==> src/rtl/gestor_turnos_pkg.sv <==
// Shared types and helpers for the turn manager: FSM state encoding and
// the modulo player-advance function.
package gestor_turnos_pkg;

    typedef enum logic [1:0] {
        SELECCION = 2'd0,
        JUGANDO   = 2'd1,
        FIN       = 2'd2
    } estado_t;

    function automatic int unsigned siguiente_jugador(input int unsigned id,
                                                      input int unsigned n);
        if (id + 32'd1 >= n) begin
            siguiente_jugador = 32'd0;
        end else begin
            siguiente_jugador = id + 32'd1;
        end
    endfunction

endpackage

==> src/rtl/detector_flanco.sv <==
// Button conditioner: two-flop synchroniser for an asynchronous level plus
// a one-cycle pulse on its rising edge.
module detector_flanco (
    input  logic clk,
    input  logic reset_n,
    input  logic entrada,
    output logic flanco
);

    logic sync1_r;
    logic sync2_r;
    logic previo_r;

    // Synchroniser chain followed by the edge-history register
    always_ff @(posedge clk or negedge reset_n) begin
        if (!reset_n) begin
            sync1_r  <= 1'b0;
            sync2_r  <= 1'b0;
            previo_r <= 1'b0;
        end else begin
            sync1_r  <= entrada;
            sync2_r  <= sync1_r;
            previo_r <= sync2_r;
        end
    end

    assign flanco = sync2_r & ~previo_r;

endmodule

==> src/rtl/gestor_turnos.sv <==
// Turn manager: starting-player selection, active-player rotation, per-turn
// timeout and move-budget draw detection.
module gestor_turnos
    import gestor_turnos_pkg::*;
#(
    parameter int unsigned  N_JUGADORES    = 2,
    parameter int unsigned  TIMEOUT_CICLOS = 500_000_000,
    parameter int unsigned  MAX_TURNOS     = 42,
    localparam int unsigned JW = (N_JUGADORES > 2) ? $clog2(N_JUGADORES) : 1,
    localparam int unsigned TW = $clog2(TIMEOUT_CICLOS),
    localparam int unsigned CW = $clog2(MAX_TURNOS + 1)
) (
    input  logic          clk,
    input  logic          reset_n,
    input  logic          boton_elegir,
    input  logic          iniciar_juego,
    input  logic          jugada_valida,
    input  logic          fin_juego,
    output logic [JW-1:0] jugador_inicial,
    output logic [JW-1:0] jugador_actual,
    output logic          listo,
    output logic          turno_expirado,
    output logic [TW-1:0] tiempo_restante,
    output logic [CW-1:0] numero_turno,
    output logic          empate
);

    localparam logic [TW-1:0] RECARGA = TW'(TIMEOUT_CICLOS - 32'd1);
    localparam logic [CW-1:0] LIMITE  = CW'(MAX_TURNOS);

    estado_t       estado_r, estado_s;
    logic [JW-1:0] jugador_actual_r, jugador_actual_s;
    logic [JW-1:0] jugador_inicial_r, jugador_inicial_s;
    logic [TW-1:0] tiempo_r, tiempo_s;
    logic [CW-1:0] numero_r, numero_s;
    logic          empate_r, empate_s;
    logic          expirado_r, expirado_s;
    logic          listo_r;
    logic          flanco_s;
    logic [JW-1:0] siguiente_s;
    logic [JW-1:0] rotacion_s;
    logic [CW-1:0] numero_inc_s;

    detector_flanco u_flanco (
        .clk     (clk),
        .reset_n (reset_n),
        .entrada (boton_elegir),
        .flanco  (flanco_s)
    );

    // In SELECCION jugador_actual_r doubles as the candidate register
    assign siguiente_s  = JW'(siguiente_jugador(32'(jugador_actual_r), N_JUGADORES));
    assign rotacion_s   = JW'(siguiente_jugador(32'(jugador_inicial_r), N_JUGADORES));
    assign numero_inc_s = numero_r + CW'(1);

    // Next-state and next-value logic for the turn FSM
    always_comb begin
        estado_s          = estado_r;
        jugador_actual_s  = jugador_actual_r;
        jugador_inicial_s = jugador_inicial_r;
        tiempo_s          = tiempo_r;
        numero_s          = numero_r;
        empate_s          = empate_r;
        expirado_s        = 1'b0;
        case (estado_r)
            SELECCION: begin
                if (iniciar_juego) begin
                    jugador_inicial_s = jugador_actual_r;
                    tiempo_s          = RECARGA;
                    numero_s          = {CW{1'b0}};
                    empate_s          = 1'b0;
                    estado_s          = JUGANDO;
                end else if (flanco_s) begin
                    jugador_actual_s = siguiente_s;
                end else begin
                    estado_s = SELECCION;
                end
            end
            JUGANDO: begin
                if (fin_juego) begin
                    empate_s = 1'b0;
                    estado_s = FIN;
                end else if (jugada_valida) begin
                    numero_s         = numero_inc_s;
                    jugador_actual_s = siguiente_s;
                    tiempo_s         = RECARGA;
                    if (numero_inc_s == LIMITE) begin
                        empate_s = 1'b1;
                        estado_s = FIN;
                    end else begin
                        estado_s = JUGANDO;
                    end
                end else if (tiempo_r == {TW{1'b0}}) begin
                    jugador_actual_s = siguiente_s;
                    tiempo_s         = RECARGA;
                    expirado_s       = 1'b1;
                end else begin
                    tiempo_s = tiempo_r - TW'(1);
                end
            end
            FIN: begin
                if (flanco_s) begin
                    jugador_actual_s = rotacion_s;
                    estado_s         = SELECCION;
                end else begin
                    estado_s = FIN;
                end
            end
            default: begin
                estado_s = SELECCION;
            end
        endcase
    end

    // State, player, timer and counter registers
    always_ff @(posedge clk or negedge reset_n) begin
        if (!reset_n) begin
            estado_r          <= SELECCION;
            jugador_actual_r  <= {JW{1'b0}};
            jugador_inicial_r <= {JW{1'b0}};
            tiempo_r          <= {TW{1'b0}};
            numero_r          <= {CW{1'b0}};
            empate_r          <= 1'b0;
            expirado_r        <= 1'b0;
            listo_r           <= 1'b0;
        end else begin
            estado_r          <= estado_s;
            jugador_actual_r  <= jugador_actual_s;
            jugador_inicial_r <= jugador_inicial_s;
            tiempo_r          <= tiempo_s;
            numero_r          <= numero_s;
            empate_r          <= empate_s;
            expirado_r        <= expirado_s;
            listo_r           <= (estado_s != SELECCION);
        end
    end

    assign jugador_inicial = jugador_inicial_r;
    assign jugador_actual  = jugador_actual_r;
    assign listo           = listo_r;
    assign turno_expirado  = expirado_r;
    assign tiempo_restante = tiempo_r;
    assign numero_turno    = numero_r;
    assign empate          = empate_r;

endmodule

==> config.mk <==
export PLATFORM = sky130hd
export DESIGN_NAME = gestor_turnos
export DESIGN_NICKNAME = d
export VERILOG_FILES = /design/src/rtl/gestor_turnos_pkg.sv /design/src/rtl/detector_flanco.sv /design/src/rtl/gestor_turnos.sv
export SDC_FILE = /design/constraint.sdc
export NUM_CORES = 1
export LEC_CHECK = 0
export BUFFER_PORTS_ARGS = -buffer_cell sky130_fd_sc_hd__buf_2
export CAP_MARGIN = 20
export CORE_AREA = 3 3 55 95
export CTS_CLUSTER_DIAMETER = 80
export DETAILED_ROUTE_END_ITERATION = 10
export DIE_AREA = 0 0 58 98
export PLACE_DENSITY = 0.77
export SYNTH_ARGS = -nofsm -noshare
export SYNTH_HDL_FRONTEND = slang
export SYNTH_SLANG_ARGS = --single-unit
==> constraint.sdc <==
create_clock -name clk -period 2.7 [get_ports clk]
set_input_delay 0.54 -clock clk [delete_from_list [all_inputs] [get_ports clk]]
set_output_delay 0.54 -clock clk [all_outputs]
set_load 0.03 [all_outputs]
# --- Yosys cells after proc, flatten, opt, wreduce, memory -nomap -nowiden ---
# Cells that the tools add are included.
classes:
  add_sub_neg: 4
  mul: 0
  div: 0
  n_lt_le_gt_ge: 2
  n_eq_ne: 12
  shift: 0
  muxes: 34
  bitwise_logic: 2
  n_reduce_logical: 10
op_table:
  columns: ["operator", "n"]
  rows:
  - ["$mux 29", 4]
  - ["$pmux 29 s2", 1]
  - ["$logic_not 29->1", 1]
  - ["$sub 29x1->29 const B", 1]
  - ["$mux 6", 3]
  - ["$mux 1", 16]
  - ["$mux 2", 6]
  - ["$ne 2x2->1 const B", 6]
  - ["$pmux 6 s2", 1]
  - ["$ne 3x3->1 const B", 3]
  - ["$reduce_and 4->1", 2]
  - ["$add 6x1->6 const B", 1]
  - ["$eq 6x6->1 const B", 1]
  - ["$pmux 2 s3", 1]
  - ["$reduce_and 6->1", 1]
  - ["$add 1x1->2 const B", 2]
  - ["$ge 2x2->1 const B", 2]
  - ["$reduce_bool 2->1", 2]
  - ["$pmux 1 s3", 1]
  - ["$reduce_and 3->1", 1]
  - ["$reduce_bool 3->1", 1]
  - ["$eq 2x1->1 const B", 1]
  - ["$eq 2x2->1 const B", 1]
  - ["$logic_not 2->1", 1]
  - ["other kinds (4)", 4]
word_totals:
  ff_bits: 45
  latch_bits: 0
  ramBits: 0
  mem_bits_ro: 0
  out_inout_bits: 40
  word_cells: 75
  mem_count: 0

# --- Logic depth before layout (Yosys ltp) ---
# Gate-level depths: netlist of the first run.
depth:
  depth_word: 7
  mapped_depth: 9

# --- Hierarchy ---
# Synthesis of the first run repeated with hierarchy kept, for this count alone.
hier_totals:
  hier_cells: 228
  area_unflattened_um2: 2343.5
modules_own_cells:
  columns: ["module", "instances", "cells_each", "area_each_um2", "seq_area_each_um2"]
  rows:
  - ["gestor_turnos", 1, 224, 2254.7, 1051.0]
  - ["detector_flanco", 1, 4, 88.8, 75.1]

# --- Worst setup path before layout of the first run ---
# Ideal clock, no wire load.
synth_path:
  path_type: "register to register"
  start: "register tiempo_r[3], in the netlist tiempo_restante[3]"
  end: "register jugador_actual_r, in the netlist jugador_actual"
  setup_time_ns: 0.125
  arrival_time_ns: 2.084
  path_slack_ns: 0.491
  path_stages_with_launch: 7
  path_buffers: 1
  period_less_slack_ns: 2.209
  path_cell_list: "dfrtp_1 -> or4_1 -> buf_6 -> nor4_4 -> a31oi_2 -> a21oi_1 -> mux2_2"
synth_via:
  elab_chain_cells: 3
synth_rtl:
  columns: ["element", "line_no", "text"]
  rows:
  - ["start, declared", "gestor_turnos.sv:34", "logic [TW-1:0] tiempo_r, tiempo_s;"]
  - ["start signal, assigned", "gestor_turnos.sv:121", "tiempo_r <= {TW{1'b0}};"]
  - ["start signal, assigned", "gestor_turnos.sv:130", "tiempo_r <= tiempo_s;"]
  - ["$logic_not 29->1", "gestor_turnos.sv:93", "end else if (tiempo_r == {TW{1'b0}}) begin"]
  - ["$ne 3x3->1 (no source line)", null, null]
  - ["$reduce_and 6->1 (no source line)", null, null]
  - ["end signal, assigned", "gestor_turnos.sv:119", "jugador_actual_r <= {JW{1'b0}};"]
  - ["end signal, assigned", "gestor_turnos.sv:128", "jugador_actual_r <= jugador_actual_s;"]
  - ["end, declared", "gestor_turnos.sv:32", "logic [JW-1:0] jugador_actual_r, jugador_actual_s;"]
# No other way between the ends.
# A chain may end at the register's enable or synchronous reset.

# --- Worst setup path in the final report of the first run ---
layout_path:
  start: "register tiempo_r[3], in the netlist tiempo_restante[3]"
  end: "register tiempo_r[19], in the netlist tiempo_restante[19]"
layout_via:
  elab_chain_cells: 5
  word_cells_on_any_way: 6
  classes_between: "1 x add/sub; 4 x mux; 1 x reduce/logical"
layout_rtl:
  columns: ["element", "line_no", "text"]
  rows:
  - ["$sub 29x1->29 or $logic_not 29->1 (tied branches)", "gestor_turnos.sv:98, gestor_turnos.sv:93", null]
  - ["$mux 29 *", "gestor_turnos.sv:93", null]
  - ["$mux 29 *", "gestor_turnos.sv:83", "end else if (jugada_valida) begin"]
  - ["$mux 29 *", "gestor_turnos.sv:80", "if (fin_juego) begin"]
  - ["$pmux 29 s2 *", "gestor_turnos.sv:65", "case (estado_r)"]
# Mark *: on every way between the ends. The rest lies on a longest branch, timed or not. The select of a mux whose other input is x is not followed.

==> impl_metrics.tcl, run 1 <==
set metrics [dict create \
    cts-htree-levels 2 \
    synth_nets 249 \
    drc 0 \
    avgViaCountPerCell 5.72 \
    hp-class "input pin to async pin" \
    synth_top_family_by_area "simple AND/OR/NAND/NOR gates" \
    drtPass1Iterations 4 \
    drv_slew 0 \
    met1_usage_pct 24.8 \
    hold_buffers 0 \
    postSynthCellCount 240 \
    final_nets 296 \
    power.leakage_nw 1.12 \
    ys_warn_count 0 \
    critPathKind "flop to flop" \
    power.internal_mw 1.18 \
    wl_per_cell_um 16.1 \
    reg2reg_depth 5 \
    die_height_um 98 \
    clockBufferDepth 2 \
    p_sw_mw 0.622 \
    ctsResizeCount 0 \
    cts_buffers 5 \
    largest_register_ffs 29 \
    io_buffers 45 \
    synth_xor_xnor_area_share_pct 9.56 \
    yosysUniqueCellTypes 52 \
    clk_pin_slew_ns 0.08 \
    sw_frac_of_total_pct 34.6 \
    postCtsSetupBuffers 0 \
    core-area_um2 4480 \
    dp_hpwl_mm 3.95 \
    cp_max_fo 7 \
    via_count 1938 \
    hold_viol_final 0 \
    power.total_mw 1.80 \
    clock_latency_ns 0.30 \
    gp_congestion 0.859 \
    grt_pass1_vias 1894 \
    num_antenna_cells 0 \
    critical_path_arrival_ns 2.44 \
    grt_first_pass_wirelength_mm 9.20 \
    end_kind "flop" \
    fmax_ghz 0.444 \
    fin_crit_sh_pct 83.5 \
    maxCapViolations 0 \
    busiest_layer "met2" \
    fin_area_um2 2820 \
    drive_gt1_share_pct 31.6 \
    use_met3_pct 3.84 \
    first_iter_violations 70 \
    regToRegStartpoint "tiempo_restante[3]" \
    grt_util_all_layers_pct 20.9 \
    synthTopCellsByArea "dfrtp_1 (46%), xnor2_1 (5.0%), xor2_1 (4.6%)" \
    clkPwrFrac_pct 29.3 \
    synth_edf_count 0 \
    outcome "finished, final reports clean" \
    setup_ws_ns 0.446 \
    cellPowerDensity_nw_per_um2 639 \
    use_met2_pct 36.4 \
    final-instance-count-excl-fill 339 \
    yosysTopAreaCellShare_pct 45.5 \
    seqPwrFrac_pct 44.9 \
    worstMarginPinSlew_ns 0.625 \
    yosys.area_share.simple_pct 28.9 \
    dp_worst_setup_slack_ns 0.462 \
    peakVddDrop_mv 0.662 \
    ant_nets 0 \
    r2r_end "tiempo_restante[19]" \
    rsz0062_at_grt "false" \
    ys_ff_latch 45 \
    seq_area_frac_synth_pct 45.5 \
    critPathLaunchType "flop" \
    setup-tns-final_ns 0 \
    rrSetupSlack_ns 0.45 \
    dieArea_um2 5680 \
    synth_compound_area_share_pct 7.48 \
    num_rows 32 \
    synth_ff_type "dfrtp_1" \
    most-common-layout-cells "dfrtp_1 (45), buf_2 (45), nor2_1 (22)" \
    syn_to_final_growth_pct 13.8 \
    syn_area_per_cell_um2 10.3 \
    initial_core_util_pct 55.2 \
    drt-total-wl_mm 5.46 \
    synth_mux_area_share_pct 2.17 \
    io_pins 46 \
    grt_max_degree 33 \
    crit_required_ns 2.88 \
    dp.cells 331 \
    setup_violations 0 \
    hold_ws_ns 0.121 \
    synth-adder-area-share_pct 1.52 \
    period_minus_slack_ns 2.25 \
    dieWidth_um 58 \
    syn_area_um2 2470 \
    place_area_um2 2700 \
    cts-root-buf "clkbuf_8" \
    grt_overflow_total 0 \
    relSlewSlack_pct 58.3 \
    cts_sinks 45 \
    antenna_found_initial 0 \
    comb_power_share_pct 25.8 \
    fin_skew_ns 0.00641 \
    ys_async_sr_fraction_pct 100 \
    final_util_pct 62.8 \
    cts_tree "done" \
    synth.largest_area_cell "dfrtp_1" \
]
==> final cells by class <==
cell class	count	area, µm²
multi-input cells	179	1230
flip-flops and latches	45	1130
repair buffers	49	255
clock inverters	1	30.0
inverters	7	26.3
fillers	397	1670
well taps	51	63.8
clock buffers	7	86.3
==> cells by family (layout without fill, tap and decap cells) <==
| group | count (synthesis) | in the layout |
|---|---|---|
| AND/OR/NAND/NOR | 118 | 118 |
| flip-flops | 45 | 45 |
| multiplexers | 5 | 5 |
| adder cells (fa/ha/maj) | 3 | 3 |
| AO/OA/AOI/OAI | 26 | 26 |
| buffers and inverters | 16 | 64 |
| XOR/XNOR | 27 | 27 |
==> worst max path at each step <==
stage                                   from                   to  slack [ns]  cells past startpoint
after floorplan           tiempo_restante[3]       jugador_actual        0.49                      6
after global placement    tiempo_restante[3]  tiempo_restante[19]        0.51                      5
after detailed placement  tiempo_restante[3]  tiempo_restante[19]        0.46                      5
after CTS                 tiempo_restante[3]  tiempo_restante[19]        0.44                      5
after global routing      tiempo_restante[3]       jugador_actual        0.34                      5
final                     tiempo_restante[3]  tiempo_restante[19]        0.45                      5
==> power by group through the flow <==
stage	sequential [mW]	combinational, mW	clock, mW
finish	0.807	0.465	0.527
global route	0.819	0.513	0.561
floorplan	0.878	0.316	0
detailed placement	0.821	0.471	0
CTS	0.807	0.473	0.538
global placement	0.818	0.462	0
==> layer usage <==
metal | vias to the layer above | share of wire [%]
li1 | 925 | -
met1 | 953 | 39
met2 | 50 | 54
met3 | 10 | 4.7
met4 | 0 | 1.8
met5 | - | 0
==> synth_stat cells, types with 3 or more instances <==
library cell,n
dfrtp_1,45
nand2_2,10
nand3_1,13
nand2b_1,7
mux2_2,3
nor4_4,3
ha_1,3
o21ai_0,8
clkbuf_8,3
xor2_1,13
or3_1,4
xnor2_1,14
inv_1,7
nor4_1,4
clkbuf_1,3
nand2_1,21
nand4_1,3
or4_1,5
nor2_1,22
nor3_1,6
==> critical path, cell delays in order, from the launching register on <==
cell     delay, ns
dfrtp_1       0.44
or4_1         0.69
or3_4         0.49
nor3_1        0.28
xnor2_1       0.17
nand2_2       0.06
(Power assumes the default switching activity.)
==> inputs of run 2 (changes only) <==
Settings changed: CORE_AREA 3 3 55 95 to 3 3 58 100, DIE_AREA 0 0 58 98 to 0 0 61 103, PLACE_DENSITY 0.77 to 0.73.
Clock period 2.7 ns to 1.9 ns, I/O delays scaled along.
==> run 2 against run 1 <==
Effect of this change:
- via count rose by 7.1%
- design area rose by 18%
- sequential share of layout area fell by 5.9 points
- first-iteration DRC count rose by 27%
- non-clock buffer count rose by 41
- critical endpoint is now tiempo_restante[8]
- core utilization rose by 3.1 points
- clock power rose by 37%
- sequential cell count did not move
- largest cell class unchanged
- global-route usage barely moved
- final cell count rose by 13%
- the flow now finishes with violations (negative setup slack)
- total power rose by 51%
- critical path depth did not move
==> impl_metrics.tcl, run 2 (synthesis results as in run 1) <==
set metrics [dict create \
    setup_violations 27 \
    grt_overflow_total 0 \
    holdCritStartpoint "boton_elegir" \
    final_util_pct 65.9 \
    drive_gt1_share_pct 49.2 \
    outcome "complete, but fails checks" \
    cts_buffers 5 \
    hp-class "input pin to flop" \
    dieWidth_um 61 \
    crit_required_ns 2.08 \
    io_pins 46 \
    gp_congestion 0.824 \
    wl_per_cell_um 15.7 \
    ant_nets 0 \
    comb_power_share_pct 32.0 \
    period_minus_slack_ns 2.05 \
    antenna_found_initial 0 \
    grt_first_pass_wirelength_mm 9.86 \
    num_rows 34 \
    dp_hpwl_mm 4.56 \
    cts-root-buf "clkbuf_8" \
    critical_path_arrival_ns 2.23 \
    regToRegStartpoint "tiempo_restante[3]" \
    core-area_um2 5060 \
    violations "negative setup slack" \
    maxCapViolations 0 \
    hold_viol_final 0 \
    drv_slew 0 \
    fmax_ghz 0.488 \
    cellPowerDensity_nw_per_um2 812 \
    rrSetupSlack_ns -0.15 \
    worstMarginPinSlew_ns 0.501 \
    most-common-layout-cells "buf_2 (45), buf_4 (42), dfrtp_1 (35)" \
    final_common_cell "buf_2" \
    num_antenna_cells 0 \
    dieArea_um2 6280 \
    drc 0 \
    initial_core_util_pct 48.9 \
    rsz0062_at_grt "true" \
    final_nets 337 \
    end_kind "flop" \
    clockBufferDepth 2 \
    whs_path_depth 1 \
    grt_max_degree 21 \
    clk_pin_slew_ns 0.09 \
    critPathLaunchType "flop" \
    fin_skew_ns 0.00685 \
    grt_pass1_vias 2143 \
    die_height_um 103 \
    seqPwrFrac_pct 41.4 \
    reg2reg_depth 5 \
    io_buffers 45 \
    via_count 2075 \
    avgViaCountPerCell 5.42 \
    syn_to_final_growth_pct 34.8 \
    clock_latency_ns 0.30 \
    largest_register_ffs 29 \
    drtPass1Iterations 4 \
    cts_tree "done" \
    power.internal_mw 1.76 \
    cts_sinks 45 \
    clkPwrFrac_pct 26.6 \
    power.leakage_nw 1.43 \
    dp_worst_setup_slack_ns -0.135 \
    sw_frac_of_total_pct 35.1 \
    drt-total-wl_mm 6.03 \
    r2r_end "tiempo_restante[8]" \
    relSlewSlack_pct 66.6 \
    min_to "u_flanco.sync1_r" \
    setup_ws_ns -0.148 \
    fin_crit_sh_pct 108 \
    critPathKind "flop to flop" \
    cts-htree-levels 2 \
    peakVddDrop_mv 0.497 \
    cp_max_fo 10 \
    grt_util_all_layers_pct 20.8 \
    p_sw_mw 0.952 \
    first_iter_violations 89 \
]
==> run 2: critical path, stage by stage (launching register included) <==
cell and delay (ns):
dfrtp_2 0.41, or4_4 0.60, nor4_4 0.34, a31oi_4 0.14
and2b_4 0.37, nor2_1 0.07
==> run 2: area by class of cell <==
cell class / count / area [µm²]
Tap cell: 54 / 67.6
Multi-Input combinational cell: 179 / 1410
Fill cell: 409 / 1730
Clock buffer: 6 / 72.6
Timing Repair Buffer: 90 / 582
Inverter: 7 / 26.3
Clock inverter: 2 / 35.0
Sequential cell: 45 / 1140
==> run 2: worst max-delay path by stage <==
stage / start / to / slack (ns) / cells past startpoint
2_1_floorplan: tiempo_restante[1] / jugador_actual / -0.16 / 7
3_3_place_gp: tiempo_restante[15] / tiempo_restante[21] / -0.1 / 7
3_5_place_dp: tiempo_restante[1] / jugador_actual / -0.13 / 7
4_1_cts: tiempo_restante[1] / jugador_actual / -0.14 / 7
5_1_grt: tiempo_restante[3] / jugador_actual / -0.18 / 5
6_report: tiempo_restante[3] / tiempo_restante[8] / -0.15 / 5
==> run 2: what timing repair did <==
action / in CTS / in global routing
endpoints found under the setup margin: 28 / 28
pin swaps: 8 / 5
hold buffers: 1 / 0
hold endpoints to repair: 13 / 0
buffers inserted: 1 / 2
resized for setup: 15 / 7
==> run 2: power by group through the flow <==
stage	combinational, mW	clock, mW	sequential [mW]
3_3_place_gp	0.820	0	1.13
4_1_cts	0.835	0.740	1.12
3_5_place_dp	0.830	0	1.14
6_report	0.867	0.722	1.12
2_1_floorplan	0.462	0	1.25
5_1_grt	0.935	0.784	1.14
==> run 2: metal layers <==
layer | part of all wire, % | wire [µm] | GRT usage (%) | vias to the layer above
met5 | 0 | 0 | 0 | -
met4 | 0.73 | 44 | 5.51 | 0
met3 | 3.1 | 189 | 3.76 | 4
met2 | 56 | 3390 | 40.1 | 44
met1 | 40 | 2400 | 22.3 | 1020
li1 | - | - | - | 1007
==> run 2: stage by stage <==
stage | area (µm²) | instances | setup TNS, ns | power (mW) | hold WS [ns]
after global placement | 3100 | 372 | -1.45 | 1.95 | 0.297
after global routing | 3340 | 383 | -4.10 | 2.85 | 0.162
final | 3340 | 383 | -3.13 | 2.71 | 0.181
after floorplan | 2580 | 240 | -2.60 | 1.72 | 0.0844
after CTS | 3300 | 382 | -2.12 | 2.70 | 0.173
after detailed placement | 3100 | 372 | -2.00 | 1.97 | 0.297
==> inputs of run 3 (changes only) <==
Settings changed: CAP_MARGIN 20 to unset, CORE_AREA 3 3 58 100 to 2 2 57 99, DIE_AREA 0 0 61 103 to 0 0 59 101, GPL_TIMING_DRIVEN set to 0.
==> run 3 against run 2 <==
Effect of this change:
- the flow still finishes with violations (negative setup slack)
- sequential power hardly changed
- routed wire length increased by 1.3%
- critical endpoint is now tiempo_restante[9]
- critical path type unchanged
- sequential cell count did not move
- global-route usage up 1.4 points
- critical path depth rose by 3
- largest power group unchanged
- first-iteration DRC count increased by 38%
- final cell count decreased by 5.2%
- core utilization is 1.9 points lower
- fmax fell by 2.0%
- non-clock buffer count fell by 21
==> impl_metrics.tcl, run 3 (synthesis results as in run 1) <==
set metrics [dict create \
    outcome "complete, but fails checks" \
    violations "negative setup slack" \
    max_stage_delay_ns 0.44 \
    cts-root-buf "clkbuf_8" \
    critPathKind "flop to flop" \
    first_iter_violations 123 \
    grt_first_pass_wirelength_mm 10.1 \
    worstPathCellList "inv_2 > ha_4 > or3b_4 > nor4_4 > a31oi_4 > and2b_2 > clkbuf_8 > nor2_1" \
    power.leakage_nw 1.35 \
    fin_skew_ns 0.0125 \
    dieArea_um2 5960 \
    period_minus_slack_ns 2.09 \
    antenna_found_initial 0 \
    via_count 2026 \
    grt_pass1_vias 2105 \
    largest_register_ffs 29 \
    wl_met1_mm 2.24 \
    fin_area_um2 3310 \
    critical_path_arrival_ns 2.29 \
    clk_pin_slew_ns 0.09 \
    wl_per_cell_um 16.8 \
    grt_overflow_total 0 \
    setup_ws_ns -0.191 \
    rsz0062_at_grt "true" \
    relSlewSlack_pct 31.8 \
    drtPass1Iterations 4 \
    power.total_mw 2.89 \
    num_rows 35 \
    gp_congestion 0.823 \
    dp_hpwl_mm 4.05 \
    die_height_um 101 \
    setup_violations 29 \
    slowest_stage "dfrtp_2" \
    ant_nets 0 \
    final_common_cell "buf_2" \
    cts_tree "done" \
    worstMarginPinSlew_ns 1.02 \
    cts_sinks 45 \
    clockBufferDepth 2 \
    drc 0 \
    fmax_ghz 0.478 \
    peakVddDrop_mv 0.680 \
    clock_latency_ns 0.30 \
    grt_util_all_layers_pct 22.3 \
    cellPowerDensity_nw_per_um2 873 \
    maxCapViolations 0 \
    hp-class "input pin to flop" \
    core-area_um2 5170 \
    end_kind "flop" \
    grt_max_degree 46 \
    critPathLaunchType "flop" \
    routed-wl-met2_mm 3.46 \
    num_antenna_cells 0 \
    hold_viol_final 0 \
    crit_required_ns 2.10 \
    cts-htree-levels 2 \
    final-instance-count-excl-fill 363 \
    rrSetupSlack_ns -0.19 \
    avgViaCountPerCell 5.58 \
    setup-tns-final_ns -4.35 \
    top_layer "met4" \
    place_area_um2 2870 \
    cp_max_fo 5 \
    cts_buffers 5 \
    drv_slew 0 \
    dieWidth_um 59 \
    fin_crit_sh_pct 110 \
    syn_to_final_growth_pct 33.6 \
    dp.cells 340 \
    dr_wl_met3_um 241 \
    drive_gt1_share_pct 50.3 \
    most-common-layout-cells "buf_2 (45), dfrtp_1 (35), nor2_1 (17)" \
    io_pins 46 \
    final_nets 316 \
    initial_core_util_pct 47.9 \
    io_buffers 45 \
    hold_buffers 0 \
    drt-total-wl_mm 6.11 \
]
==> run 3: cell count changes in the layout (fill, tap and decap cells not counted), sizes merged <==
cell,delta
buf,-24
clkbuf,+4
bufinv,-1
clkinv,+1
dlygate4sd3,-1
==> run 3: cell type report <==
type,instances,area (µm²)
fill,431,1860
inverter,7,26.3
sequential,45,1140
buffer,5,70.1
timing repair buffer,64,427
tap,55,68.8
clock buffer,6,82.6
multi-input combinational,179,1480
clock inverter,2,13.8
==> run 3: stage by stage <==
step	setup WS [ns]	hold WS [ns]	utilization, %
floorplan	-0.162	0.0844	-
global placement	-0.479	0.336	55.6
detailed placement	-0.488	0.341	55.6
CTS	-0.174	0.174	61.9
global route	-0.268	0.177	64.0
finish	-0.191	0.176	64.0
==> run 3: power by group <==
part | internal, mW | switching [mW] | leakage (nW)
Sequential | 1.04 | 0.102 | 0.502
Clock | 0.295 | 0.334 | 0.0512
Combinational | 0.484 | 0.628 | 0.797
Total | 1.82 | 1.07 | 1.35
==> run 3: final timing paths <==
path	cells after the start	end	start
worst max-delay path	8	tiempo_restante[9]	tiempo_restante[0]
worst min-delay path	1	u_flanco.sync1_r	boton_elegir
worst max register to register	8	tiempo_restante[9]	tiempo_restante[0]
worst min register to register	0	u_flanco.sync2_r	u_flanco.sync1_r
max in group asynchronous	1	tiempo_restante[1]	reset_n
min in group asynchronous	1	listo	reset_n
==> run 3: repair_timing <==
| item | CTS | global route |
|---|---|---|
| setup buffers | 9 | 8 |
| setup endpoints to repair | 30 | 35 |
| cloned | 2 | 0 |
| gates resized for setup | 29 | 12 |
| pin swaps | 7 | 15 |
==> run 3: per-layer routing <==
metal  vias up  track usage, %
met3        13            4.11
li1        962               -
met2        51            40.9
met5         -               0
met4         0            9.62
met1      1000            23.8
==> run 3: worst max-delay path: cells and delay by family, from the launching register on <==
kind	cells	cell delay, ns
DFF	1	0.44
adders and majority gates	1	0.13
AOI/OAI and AO/OA	1	0.16
and+or+nand+nor	4	1.04
buffers and inverters	2	0.24
